### src/rtl/program_loader_pkg.sv
// program_loader_pkg: shared FSM encodings and decode helpers for the boot-time
// program loader and its word packer.
package program_loader_pkg;

  localparam int unsigned StateW = 3;

  // FSM state encodings
  localparam logic [StateW-1:0] StLenHi = 3'd0;
  localparam logic [StateW-1:0] StLenLo = 3'd1;
  localparam logic [StateW-1:0] StData  = 3'd2;
  localparam logic [StateW-1:0] StDrain = 3'd3;
  localparam logic [StateW-1:0] StDone  = 3'd4;
  localparam logic [StateW-1:0] StError = 3'd5;

  // Byte stream is only consumed while reading the header or the payload.
  function automatic logic state_accepts(input logic [StateW-1:0] st);
    return (st == StLenHi) || (st == StLenLo) || (st == StData);
  endfunction

endpackage

### src/rtl/program_loader_word_packer.sv
// program_loader_word_packer: packs bytes MSB-first into 32-bit words.
// Ports:
//   clock, reset   - system clock, asynchronous active-high reset
//   i_clear        - synchronous clear of the partial word and byte index
//   i_shift        - accept i_byte this cycle
//   i_byte         - payload byte
//   o_word_done    - high in the cycle the fourth byte of a word is accepted
//   o_word         - packed word, valid while o_word_done is high
module program_loader_word_packer
  import program_loader_pkg::*;
(
  input  logic        clock,
  input  logic        reset,
  input  logic        i_clear,
  input  logic        i_shift,
  input  logic [7:0]  i_byte,
  output logic        o_word_done,
  output logic [31:0] o_word
);

  // Only the first three bytes need storage; the fourth is merged in on the fly
  // so the top level can register the full word on the accepting edge.
  logic [23:0] r_shift;
  logic [1:0]  r_idx;

  always_ff @(posedge clock or posedge reset) begin
    if (reset) begin
      r_shift <= '0;
      r_idx   <= '0;
    end else if (i_clear) begin
      r_shift <= '0;
      r_idx   <= '0;
    end else if (i_shift) begin
      r_shift <= {r_shift[15:0], i_byte};
      r_idx   <= r_idx + 2'd1;
    end
  end

  assign o_word_done = i_shift && (r_idx == 2'd3);
  assign o_word      = {r_shift, i_byte};

endmodule

### src/rtl/program_loader.sv
// program_loader: boot-time loader that receives a length-prefixed byte stream,
// packs it into big-endian 32-bit words, writes them to word addresses 0..N-1
// and then releases the CPU from reset.
// Ports:
//   clock, reset   - system clock, asynchronous active-high reset
//   in_valid/in_data/in_ready - byte stream handshake
//   mem_write/mem_addr/mem_wdata - registered one-cycle memory write
//   cpu_run        - CPU may leave reset (only once loading is complete)
//   error          - sticky: declared length exceeds memory capacity
//   words_loaded   - number of words written so far
// ADDR_WIDTH must be below 32.
module program_loader
  import program_loader_pkg::*;
#(
  parameter int unsigned ADDR_WIDTH = 8
) (
  input  logic                  clock,
  input  logic                  reset,
  input  logic                  in_valid,
  input  logic [7:0]            in_data,
  output logic                  in_ready,
  output logic                  mem_write,
  output logic [ADDR_WIDTH-1:0] mem_addr,
  output logic [31:0]           mem_wdata,
  output logic                  cpu_run,
  output logic                  error,
  output logic [ADDR_WIDTH:0]   words_loaded
);

  logic [StateW-1:0]     r_state, w_state_next;
  logic [15:0]           r_len, w_len_next;
  logic                  r_mem_write, w_mem_write_next;
  logic [ADDR_WIDTH-1:0] r_mem_addr, w_mem_addr_next;
  logic [31:0]           r_mem_wdata, w_mem_wdata_next;
  logic [ADDR_WIDTH:0]   r_words, w_words_next;
  logic                  r_cpu_run;

  logic        w_accept;
  logic        w_shift;
  logic        w_clear;
  logic        w_word_done;
  logic [31:0] w_word;
  logic [15:0] w_len_rx;
  logic        w_too_long;
  logic        w_last_word;

  assign in_ready = state_accepts(r_state);
  assign w_accept = in_valid && in_ready;
  assign w_shift  = w_accept && (r_state == StData);
  // Start every payload with an empty packer.
  assign w_clear  = w_accept && (r_state == StLenLo);

  // Full length as it will be once the low byte is captured.
  assign w_len_rx    = {r_len[15:8], in_data};
  assign w_too_long  = 32'(w_len_rx) > (32'd1 << ADDR_WIDTH);
  assign w_last_word = (32'(r_words) + 32'd1) == 32'(r_len);

  program_loader_word_packer u_word_packer (
    .clock       (clock),
    .reset       (reset),
    .i_clear     (w_clear),
    .i_shift     (w_shift),
    .i_byte      (in_data),
    .o_word_done (w_word_done),
    .o_word      (w_word)
  );

  always_comb begin
    w_state_next     = r_state;
    w_len_next       = r_len;
    w_mem_write_next = 1'b0;
    w_mem_addr_next  = r_mem_addr;
    w_mem_wdata_next = r_mem_wdata;
    w_words_next     = r_words;
    case (r_state)
      StLenHi: begin
        if (w_accept) begin
          w_len_next[15:8] = in_data;
          w_state_next     = StLenLo;
        end
      end
      StLenLo: begin
        if (w_accept) begin
          w_len_next[7:0] = in_data;
          if (w_len_rx == 16'd0) begin
            w_state_next = StDrain;
          end else if (w_too_long) begin
            w_state_next = StError;
          end else begin
            w_state_next = StData;
          end
        end
      end
      StData: begin
        if (w_word_done) begin
          w_mem_write_next = 1'b1;
          // Current count is the address of the word being written.
          w_mem_addr_next  = r_words[ADDR_WIDTH-1:0];
          w_mem_wdata_next = w_word;
          w_words_next     = r_words + {{ADDR_WIDTH{1'b0}}, 1'b1};
          if (w_last_word) begin
            w_state_next = StDrain;
          end
        end
      end
      StDrain: begin
        w_state_next = StDone;
      end
      default: begin
        // StDone and StError hold until reset.
        w_state_next = r_state;
      end
    endcase
  end

  always_ff @(posedge clock or posedge reset) begin
    if (reset) begin
      r_state     <= StLenHi;
      r_len       <= '0;
      r_mem_write <= 1'b0;
      r_mem_addr  <= '0;
      r_mem_wdata <= '0;
      r_words     <= '0;
      r_cpu_run   <= 1'b0;
    end else begin
      r_state     <= w_state_next;
      r_len       <= w_len_next;
      r_mem_write <= w_mem_write_next;
      r_mem_addr  <= w_mem_addr_next;
      r_mem_wdata <= w_mem_wdata_next;
      r_words     <= w_words_next;
      // Registered one cycle behind DONE so the release trails the drain cycle.
      r_cpu_run   <= (r_state == StDone);
    end
  end

  assign mem_write    = r_mem_write;
  assign mem_addr     = r_mem_addr;
  assign mem_wdata    = r_mem_wdata;
  assign words_loaded = r_words;
  assign cpu_run      = r_cpu_run;
  assign error        = (r_state == StError);

endmodule
### config.mk
export PLATFORM = sky130hd
export DESIGN_NAME = program_loader
export DESIGN_NICKNAME = d
export VERILOG_FILES = /design/src/rtl/program_loader_pkg.sv /design/src/rtl/program_loader_word_packer.sv /design/src/rtl/program_loader.sv
export SDC_FILE = /design/constraint.sdc
export NUM_CORES = 1
export LEC_CHECK = 0
export CAP_MARGIN = 20
export CORE_MARGIN = 5
export CORE_UTILIZATION = 58
export CTS_CLUSTER_DIAMETER = 80
export DETAILED_ROUTE_END_ITERATION = 12
export PLACE_DENSITY = 0.87
export SLEW_MARGIN = 0
export SYNTH_ARGS = -nofsm -noshare
export SYNTH_HDL_FRONTEND = slang
export SYNTH_SLANG_ARGS = --single-unit
### constraint.sdc
create_clock -name clock -period 8.83 [get_ports clock]
set_input_delay 1.766 -clock clock [delete_from_list [all_inputs] [get_ports clock]]
set_output_delay 1.766 -clock clock [all_outputs]
set_load 0.01 [all_outputs]
## Yosys cells after proc, flatten, opt, wreduce, memory -nomap -nowiden

Cells that the tools add are included.
Widths: inputs -> output; s select.

| word-level totals | value |
|---|---|
| bits of input ports | 11 |
| bits in latches | 0 |
| register bits after elaboration | 96 |
| memory bits (read-only) | 0 |
| memories | 0 |
| RAM bits | 0 |

| operators by class | value |
|---|---|
| $add $sub $neg | 3 |
| $lt $le $gt $ge | 1 |
| muxes and demuxes | 13 |
| shifts and indexed selects | 0 |
| $mul | 0 |
| eq/ne operators | 11 |
| div/mod/pow operators | 0 |
| bitwise operators | 0 |
| reduce and logical (&&, ||, !) cells | 14 |

Operators by type and width:

| kind | number |
|---|---|
| $mux 24 | 2 |
| $mux 3 | 6 |
| $eq 10x16->1 | 1 |
| $gt 16x9->1 const B | 1 |
| $logic_not 16->1 | 1 |
| $pmux 3 s4 | 1 |
| $add 9x1->10 const B | 1 |
| $add 9x1->9 const B | 1 |
| $eq 3x2->1 const B | 2 |
| $eq 3x3->1 const B | 2 |
| $ne 2x2->1 const B | 3 |
| $reduce_and 2->1 | 3 |
| $reduce_and 5->1 | 1 |
| $logic_and 1x1->1 | 4 |
| $mux 2 | 2 |
| $reduce_bool 4->1 | 1 |
| $eq 3x1->1 const B | 1 |
| $logic_not 3->1 | 1 |
| $add 2x1->2 const B | 1 |
| $eq 2x2->1 const B | 1 |
| $logic_or 1x1->1 | 2 |
| $mux 1 | 2 |
| $ne 2x1->1 const B | 1 |
| $reduce_bool 2->1 | 1 |

## Depth between registers and ports, before layout

Gate-level depths: netlist (run 1).

| logic depth | value |
|---|---|
| word-level depth | 8 |
| gate-level depth with buffers | 8 |
| gate-level depth less buffers | 6 |

## Hierarchy

A second synthesis (run 1) with hierarchy kept.

| second synthesis, totals | value |
|---|---|
| cell total of the unflattened synthesis | 320 |
| area, all modules | 4202.8 um2 |

Modules (own cells, without submodules):

| module | times used | cells each | seq. area each (um2) | area each (um2) |
|---|---|---|---|---|
| program_loader | 1 | 225 | 1751.7 | 3044.2 |
| program_loader_word_packer | 1 | 95 | 650.6 | 1158.6 |

## Least setup slack after synthesis (run 1)

No wires, ideal clock.

| timing | value |
|---|---|
| path kind | input to register |
| start | input in_data[4] |
| end | register r_state[0] |
| arrival time | 2.705 ns |
| cell stages on the path | 5 |
| buffers on the path | 0 |
| setup slack | 6.000 ns |
| library setup time | 0.125 ns |
| cells stage by stage | nor4_4 -> nand3_1 -> a2111oi_2 -> o31a_1 -> o21ai_1 |

| between the ends | value |
|---|---|
| longest elaborated chain between the ends | 5 |
| elaborated cells between the ends (all ways) | 6 |
| those cells by class | order compare (1); mux (4); reduce/logical (1) |

Ends and longest elaborated chain:

| element | line | source |
|---|---|---|
| from (decl) | program_loader.sv:20 | `input logic [7:0] in_data,` |
| $gt 16x9->1 | program_loader.sv:55 | `assign w_too_long = 32'(w_len_rx) > (32'd1 << ADDR_WIDTH);` |
| $mux 3 | program_loader.sv:87 | `end else if (w_too_long) begin` |
| $mux 3 (*) | program_loader.sv:85 | `if (w_len_rx == 16'd0) begin` |
| $mux 3 (*) | program_loader.sv:83 | `if (w_accept) begin` |
| $pmux 3 s4 (*) | program_loader.sv:75 | `case (r_state)` |
| to (signal assigned) | program_loader.sv:118 | `r_state <= StLenHi;` |
| to (signal assigned) | program_loader.sv:126 | `r_state <= w_state_next;` |
| to (decl) | program_loader.sv:30 | `logic [StateW-1:0] r_state, w_state_next;` |

Mark *: on every way between the ends. The rest lies on a longest branch, timed or not. The select of a mux whose other input is x is not followed.
A chain may end at the register's enable or synchronous reset.

## Worst setup path after layout (run 1)

| timing | value |
|---|---|
| start | input in_valid |
| end | register r_words[5], in the netlist words_loaded[5] |

| between the ends | value |
|---|---|
| longest elaborated chain between the ends | 4 |

Ends and longest elaborated chain:

| element | line | source |
|---|---|---|
| from (decl) | program_loader.sv:19 | `input logic in_valid,` |
| $logic_and 1x1->1 | program_loader.sv:48 | `assign w_accept = in_valid && in_ready;` |
| $logic_and 1x1->1 | program_loader.sv:49 | `assign w_shift = w_accept && (r_state == StData);` |
| $logic_and 1x1->1 | program_loader_word_packer.sv:39 | `assign o_word_done = i_shift && (r_idx == 2'd3);` |
| $reduce_and 2->1 (no line) | - |  |
| to (signal assigned) | program_loader.sv:131 | `r_words <= w_words_next;` |
| to (decl) | program_loader.sv:35 | `logic [ADDR_WIDTH:0] r_words, w_words_next;` |

Every way passes these cells.

==> out/qor.txt, run 1 <==
status = finished, final reports clean
Total GRT Usage = 0.213
dpl cell area = 0.00480 sq mm
largest cells by area after synthesis = dfrtp_1 58%, nand2_1 17%, mux2_2 4.1%
Rows = 31
antenna cell count = 0
# resized after CTS = 0
max-slew violations = 0
post-layout min period = 4.28 ns
Max Cap Viol = 0
Worst Path Arrival = 4.53 ns
pin count of the biggest net entering global routing = 97
Boundary Pins = 64
Die Span Y = 94.8 microns
DRC Markers = 0
post-CTS setup repair buffer count = 0
clk sink count = 96
CTS tree = yes
r2r setup slk = 5.86 ns
Avg Synthesized Cell Area = 9.74 sq um
Synth Net Count = 441
vias in the first global route = 3111
Routed WL = 8.78 mm
Final setup viols = 0
crit end category = flip-flop
clk buf depth = 2
endpoints failing hold = 0
P_leak = 2.41 nW
Wirelength per Cell = 15.0 microns
CTS Root Cell = clkbuf_8
Buf+Inv Stages, Crit Path = 2
antenna violations before repair = 0
Routability Congestion = 0.839
Routed Antenna Nets = 0
post-synth top area cell = dfrtp_1
worst reg2reg path depth = 5
first-pass GRT wire length = 14.7 mm
H-tree lvl count = 3
Final Total Pwr = 0.880 mW
final net count = 496
slowest cell on the critical path = and4bb_1
grt ovf = 0
FFs w/ async S/R, synth = 1.00
Initial Util = 0.584
via count = 3094
Synth top area share = 0.576
Hold WC Path Type = flip-flop to flip-flop
post-layout util = 0.712
critical path required time = 9.07 ns
clk_skew = 0.00854 ns
Setup WS pre-CTS = 4.20 ns
count of input and output buffers = 63
sequential area share after synthesis = 0.576
Peak VDD IR = 121 uV
Highest Clock Rate = 0.233 GHz
crit-path max FO = 46
Setup TNS = 0 ns
clock latency on the worst-skew pair = 0.36 ns
synthesized area = 0.00417 sq mm
number of CTS-inserted buffers = 9
cts hold-fix bufs = 0
max-slew headroom at the worst pin = 0.326
RSZ-0062 raised after global routing = no
Max stage delay on crit path = 0.88 ns
Vias/cell = 5.27
fraction of layout cells with a size suffix above 1 = 0.0943
ys flop type = dfrtp_1
critical path depth = 6
area of the die = 0.00898 sq mm
final hold slack = 0.476 ns
Final Cell Area = 0.00508 sq mm
Hold Path Depth = 2
EDFF count, synth = 0
Iter 0 DRT Violations = 164
area delta synth->final = 21.9%
Layout Cells excl Fill = 587
synth warn = 0
post-detail-place hpwl = 5.65 mm
Placed Cells = 570
Tightest Pin Transition = 1.01 ns
final setup margin = 4.55 ns
CP Launch Type = input pin
worst path cell trace = clkdlybuf4s50_1 -> and4bb_1 -> nand2_4 -> inv_4 -> nand2_1 -> xnor2_1
Crit Path Category = input pin to flip-flop
fill count = 529
Reg area = 0.00240 sq mm
Crit path max-delay family = simple AND/OR/NAND/NOR gates
Cells after Synth = 428
Reg clk slew, reported paths = 0.09 ns
footprint of the multi-input gates = 0.00161 sq mm
area of the core = 0.00714 sq mm
Final Cycle Share = 0.485
PwrDens = 173 mW/mm^2
drt pass-1 iters = 5
Die W = 94.8 microns
Yosys cell types = 45
Seq cells post-synth = 96
-- synth_stat cells (all sizes together) (4+ instances only) --
library cell	n
a21oi	29
buf	20
dfrtp	96
inv	7
mux2	15
nand2	185
nand3	4
nor2	7
nor2b	4
nor4	5
o21ai	5
xnor2	11
xor2	6
-- tightest hold or removal path, cell delays in order (launching register included) --
cell and delay, ns:
dfrtp_1 0.35, nand2_1 0.05, nand2_1 0.05
-- kinds of logic after synthesis --
logic type                 after synthesis  share of synthesized area
buffers and inverters                   28                     0.0381
xor gates and xnor gates                17                     0.0357
and+or+nand+nor                        224                      0.237
DFF                                     96                      0.576
AOI/OAI and AO/OA                       45                     0.0642
adders and majority gates                2                    0.00600
muxes                                   16                     0.0429
-- flip-flops by register name, summed over array words and instances (netlist names) --
name,count
cpu_run,1
mem_addr,8
mem_wdata,32
mem_write,1
r_len,16
r_state,3
u_word_packer.r_idx,2
u_word_packer.r_shift,24
words_loaded,9
-- layer usage --
layer  share of wire  wire length [microns]  vias to the layer above  global-route usage
li1                -                      -                     1497                   -
met1            0.44                   3860                     1491               0.276
met2            0.49                   4320                       91               0.349
met3           0.053                    462                       15              0.0582
met4           0.016                    144                        0              0.0721
met5               0                      0                        -                   0
-- final timing paths --
check	startpoint	end
setup / recovery	in_valid	words_loaded[5]
hold / removal	u_word_packer.r_shift[23]	mem_wdata[31]
setup reg to reg	r_state[1]	words_loaded[5]
hold reg to reg	u_word_packer.r_shift[23]	mem_wdata[31]
max in group asynchronous	reset	u_word_packer.r_shift[7]
min in group asynchronous	reset	mem_wdata[27]
-- power by group --
part,internal (mW),switching [mW]
registers,0.456,0.0160
logic,0.0282,0.0293
clock network,0.197,0.153
total,0.681,0.199
-- layout make-up --
cell class,count,share of cell area
inverters,7,0.00615
clock buffers,10,0.0271
multi-input cells,304,0.316
flip-flops and latches,96,0.473
repair buffers,65,0.131
well taps,99,0.0244
clock inverters,6,0.0226
-- cell usage in the layout, fill, tap and decap left out, types with 3 or more instances in the layout --
cell / count
clkdlybuf4s50_1: 63
nand3_1: 4
a21oi_1: 29
nor2_1: 6
and3_1: 3
nor4_1: 3
nor2b_1: 4
clkbuf_8: 10
inv_1: 3
nand2_1: 184
xor2_1: 6
mux2_2: 15
bufinv_16: 3
dfrtp_1: 96
xnor2_1: 11
o21ai_1: 3
No activity file was read; power rests on OpenSTA's default activity.
==> run 2: changes to the inputs <==
--- a/config.mk
+++ b/config.mk
@@ -7,10 +7,10 @@
 export LEC_CHECK = 0
 export CAP_MARGIN = 20
 export CORE_MARGIN = 5
-export CORE_UTILIZATION = 58
+export CORE_UTILIZATION = 48
 export CTS_CLUSTER_DIAMETER = 80
 export DETAILED_ROUTE_END_ITERATION = 12
-export PLACE_DENSITY = 0.87
+export PLACE_DENSITY = 0.77
 export SLEW_MARGIN = 0
 export SYNTH_ARGS = -nofsm -noshare
 export SYNTH_HDL_FRONTEND = slang
==> constraint.sdc (replaced) <==
create_clock -name clock -period 3.45 [get_ports clock]
set_input_delay 0.69 -clock clock [delete_from_list [all_inputs] [get_ports clock]]
set_output_delay 0.69 -clock clock [all_outputs]
set_load 0.01 [all_outputs]
==> run 2 against run 1 <==
Against the previous run:
- cell count is 1.9% higher
- sequential power grew to 2.6 times the previous value
- global-route usage is 4.0 points lower
- total power is 130% higher
- clock power is 95% higher
- register-to-register slack worse by 4.5 ns
- sequential share of layout area is 0.49 points higher
- core utilization is 13 points lower
- critical path type is now flip-flop to primary output
- wire length is 0.91% lower
==> out/qor.txt, run 2 (synthesis results as in run 1) <==
Final Total Pwr = 2.04 mW
Total GRT Usage = 0.173
Worst Path Arrival = 1.79 ns
fill count = 749
Wirelength per Cell = 14.6 microns
crit-path max FO = 8
dpl cell area = 0.00485 sq mm
H-tree lvl count = 3
post-CTS setup repair buffer count = 0
Routed WL = 8.70 mm
Final Cell Area = 0.00503 sq mm
max-slew violations = 0
Iter 0 DRT Violations = 160
pin count of the biggest net entering global routing = 47
drt pass-1 iters = 4
CTS tree = yes
clk_skew = 0.0144 ns
antenna violations before repair = 0
Tightest Pin Transition = 0.813 ns
DRC Markers = 0
grt ovf = 0
number of CTS-inserted buffers = 9
Final Cycle Share = 0.718
crit end category = primary output
max-slew headroom at the worst pin = 0.458
Routability Congestion = 0.800
P_leak = 2.39 nW
Initial Util = 0.485
RSZ-0062 raised after global routing = no
clk sink count = 96
via count = 3053
Setup TNS = 0 ns
area of the die = 0.0106 sq mm
most common cell after layout, fill and taps aside = nand2_1
vias in the first global route = 3021
slowest cell on the critical path = clkdlybuf4s50_1
post-detail-place hpwl = 5.94 mm
final setup margin = 0.973 ns
count of input and output buffers = 63
Peak VDD IR = 233 uV
endpoints failing hold = 0
clock latency on the worst-skew pair = 0.37 ns
Vias/cell = 5.11
Max stage delay on crit path = 0.54 ns
Crit Path Category = flip-flop to primary output
# resized after CTS = 0
fraction of layout cells with a size suffix above 1 = 0.0959
cts hold-fix bufs = 0
critical path required time = 2.76 ns
Reg area = 0.00240 sq mm
post-layout min period = 2.48 ns
footprint of the multi-input gates = 0.00161 sq mm
area delta synth->final = 20.7%
Max Cap Viol = 0
PwrDens = 405 mW/mm^2
commonest non-fill, non-tap cells in the layout = 184 x nand2_1, 96 x dfrtp_1, 63 x clkdlybuf4s50_1
area of the core = 0.00859 sq mm
CP Launch Type = flip-flop
Routed Antenna Nets = 0
Die W = 103 microns
worst path cell trace = inv_1 -> and3_1 -> clkdlybuf4s50_1
antenna cell count = 0
status = finished, final reports clean
Die Span Y = 103 microns
Rows = 34
CTS Root Cell = clkbuf_8
Reg clk slew, reported paths = 0.09 ns
Final setup viols = 0
Highest Clock Rate = 0.404 GHz
max reg flops = 32
final net count = 498
first-pass GRT wire length = 14.4 mm
Hold WC Path Type = flip-flop to flip-flop
Boundary Pins = 64
Setup WS pre-CTS = 0.726 ns
clk buf depth = 2
==> run 2: worst paths after layout <==
check                                           from         endpoint  slack (ns)  cells past startpoint
setup reg to reg                          r_state[1]  words_loaded[7]        1.39                      5
hold / removal             u_word_packer.r_shift[18]    mem_wdata[26]        0.48                      2
max in group asynchronous                      reset     mem_wdata[0]        2.06                      3
setup / recovery                          r_state[1]            error        0.97                      3
hold reg to reg            u_word_packer.r_shift[18]    mem_wdata[26]        0.48                      2
min in group asynchronous                      reset    mem_wdata[27]        0.71                      2
==> run 2: power breakdown <==
part / switching (mW) / internal [mW] / total, mW
combinational: 0.0746 / 0.0718 / 0.146
clock: 0.397 / 0.288 / 0.685
sequential: 0.0390 / 1.17 / 1.21
total: 0.511 / 1.53 / 2.04
==> run 2: critical path, delay by kind of cell (launching register included) <==
kind / cells / cell delay [ns]
buffers and inverters: 2 / 0.72
DFF: 1 / 0.51
and+or+nand+nor: 1 / 0.20
==> run 2: metal layers <==
layer | global-route usage | vias to the layer above | part of all wire
met4 | 0.0588 | 0 | 0.019
met3 | 0.0382 | 14 | 0.045
met1 | 0.232 | 1478 | 0.45
li1 | - | 1497 | -
met2 | 0.280 | 64 | 0.49
met5 | 0 | - | 0
==> run 2: layout make-up <==
cell class | instances | share of cell area
inverter | 7 | 0.00622
tap | 108 | 0.0269
multi-input combinational | 304 | 0.319
sequential | 96 | 0.478
clock inverter | 5 | 0.00796
timing repair buffer | 67 | 0.134
clock buffer | 11 | 0.0281
==> run 2: per-stage QoR <==
step	cells	hold slack (ns)	util
2_1_floorplan	428	0.438	-
3_3_place_gp	582	0.453	0.564
3_5_place_dp	582	0.452	0.564
4_1_cts	598	0.476	0.585
5_1_grt	598	0.499	0.585
6_report	598	0.476	0.585
==> run 3: changes to the inputs <==
==> constraint.sdc (replaced) <==
create_clock -name clock -period 2.2 [get_ports clock]
set_input_delay 0.44 -clock clock [delete_from_list [all_inputs] [get_ports clock]]
set_output_delay 0.44 -clock clock [all_outputs]
set_load 0.01 [all_outputs]
==> run 3 against run 2 <==
Against the previous run:
- via count is 0.82% higher
- flip-flop and latch count stayed put
- wire length is 2.7% higher
- global-route usage is 0.66 points higher
- first-iteration DRC count is 0.63% lower
==> out/qor.txt, run 3 (synthesis results as in run 1) <==
PwrDens = 647 mW/mm^2
Worst Path Arrival = 1.70 ns
Wirelength per Cell = 14.6 microns
critical path required time = 1.76 ns
Crit path max-delay family = buffers and inverters
via count = 3078
Setup TNS = 0 ns
Highest Clock Rate = 0.467 GHz
dpl cell area = 0.00495 sq mm
CTS tree = yes
area delta synth->final = 24.0%
area of the core = 0.00859 sq mm
fraction of layout cells with a size suffix above 1 = 0.122
max reg flops = 32
max-slew violations = 0
most common cell after layout, fill and taps aside = nand2_1
DRC Markers = 0
clk_skew = 0.0154 ns
post-CTS setup repair buffer count = 0
Rows = 34
Peak VDD IR = 343 uV
clock latency on the worst-skew pair = 0.35 ns
Die Span Y = 103 microns
endpoints failing hold = 0
Placed Cells = 594
count of input and output buffers = 63
final net count = 510
RSZ-0062 raised after global routing = no
crit end category = primary output
Layout Cells excl Fill = 610
Routed WL = 8.93 mm
Initial Util = 0.485
Die W = 103 microns
commonest non-fill, non-tap cells in the layout = 184 x nand2_1, 95 x dfrtp_1, 63 x clkdlybuf4s50_1
slowest cell on the critical path = clkdlybuf4s50_1
Hold WC Path Type = flip-flop to flip-flop
CTS Root Cell = clkbuf_8
Buf+Inv Stages, Crit Path = 2
clk buf depth = 2
grt ovf = 0
Routed Antenna Nets = 0
Vias/cell = 5.05
worst path cell trace = inv_1 -> and3_1 -> clkdlybuf4s50_1
clk sink count = 96
antenna cell count = 0
post-layout min period = 2.14 ns
H-tree lvl count = 3
Reg clk slew, reported paths = 0.10 ns
crit-path max FO = 8
vias in the first global route = 2998
drt pass-1 iters = 4
first-pass GRT wire length = 14.8 mm
max-slew headroom at the worst pin = 0.669
antenna violations before repair = 0
Routability Congestion = 0.848
area of the die = 0.0106 sq mm
Iter 0 DRT Violations = 159
Crit Path Category = flip-flop to primary output
pin count of the biggest net entering global routing = 97
number of CTS-inserted buffers = 9
post-detail-place hpwl = 6.07 mm
P_leak = 2.46 nW
Total GRT Usage = 0.179
Max stage delay on crit path = 0.55 ns
CP Launch Type = flip-flop
Final Cycle Share = 0.973
Final setup viols = 0
Boundary Pins = 64
Max Cap Viol = 0
final hold slack = 0.478 ns
Tightest Pin Transition = 0.497 ns
Final Cell Area = 0.00517 sq mm
status = finished, final reports clean
-- run 3: stage by stage --
stage | utilization | total power [mW] | setup slack, ns
final | 0.601 | 3.34 | 0.0587
after global routing | 0.601 | 3.49 | 0.000880
after floorplan | - | 2.07 | 0.577
after global placement | 0.576 | 2.16 | 0.115
after CTS | 0.601 | 3.38 | 0.0363
after detailed placement | 0.576 | 2.17 | 0.0722
-- run 3: worst register-to-register path, delay by kind of cell, from the launching register on --
kind            cells  cell delay [ns]
compound gates      4             0.69
fa+ha+maj           1             0.30
flops               1             0.47
simple gates        1             0.26
-- run 3: report_power, final --
group / switching [mW] / internal, mW / total (mW)
logic: 0.118 / 0.120 / 0.239
clock network: 0.636 / 0.575 / 1.21
registers: 0.0635 / 1.83 / 1.89
-- run 3: cell type report --
cell class	count	area, sq um
Sequential cell	96	2400
Tap cell	108	135
Timing Repair Buffer	79	776
Multi-Input combinational cell	304	1610
Clock buffer	10	138
Clock inverter	6	75.1
Fill cell	746	3430
Inverter	7	32.5
-- run 3: layer usage --
layer / part of all wire / track usage
met2: 0.48 / 0.283
met4: 0.015 / 0.0677
met1: 0.46 / 0.251
met3: 0.041 / 0.0295
met5: 0 / 0
-- run 3: what timing repair did --
action                     4_1_cts  5_1_grt
gates resized for setup          1        0
setup endpoints to repair        1        0
hold buffers                     0        0
-- run 3: worst paths after layout --
kind                                            from            end  slack [ns]  cells past startpoint
max                                       r_state[1]          error        0.06                      3
min                        u_word_packer.r_shift[21]  mem_wdata[29]        0.48                      2
max reg2reg                          words_loaded[0]     r_state[0]        0.41                      6
min reg2reg                u_word_packer.r_shift[21]  mem_wdata[29]        0.48                      2
max in group asynchronous                      reset     r_state[1]        1.24                      3
min in group asynchronous                      reset  mem_wdata[27]        0.57                      3
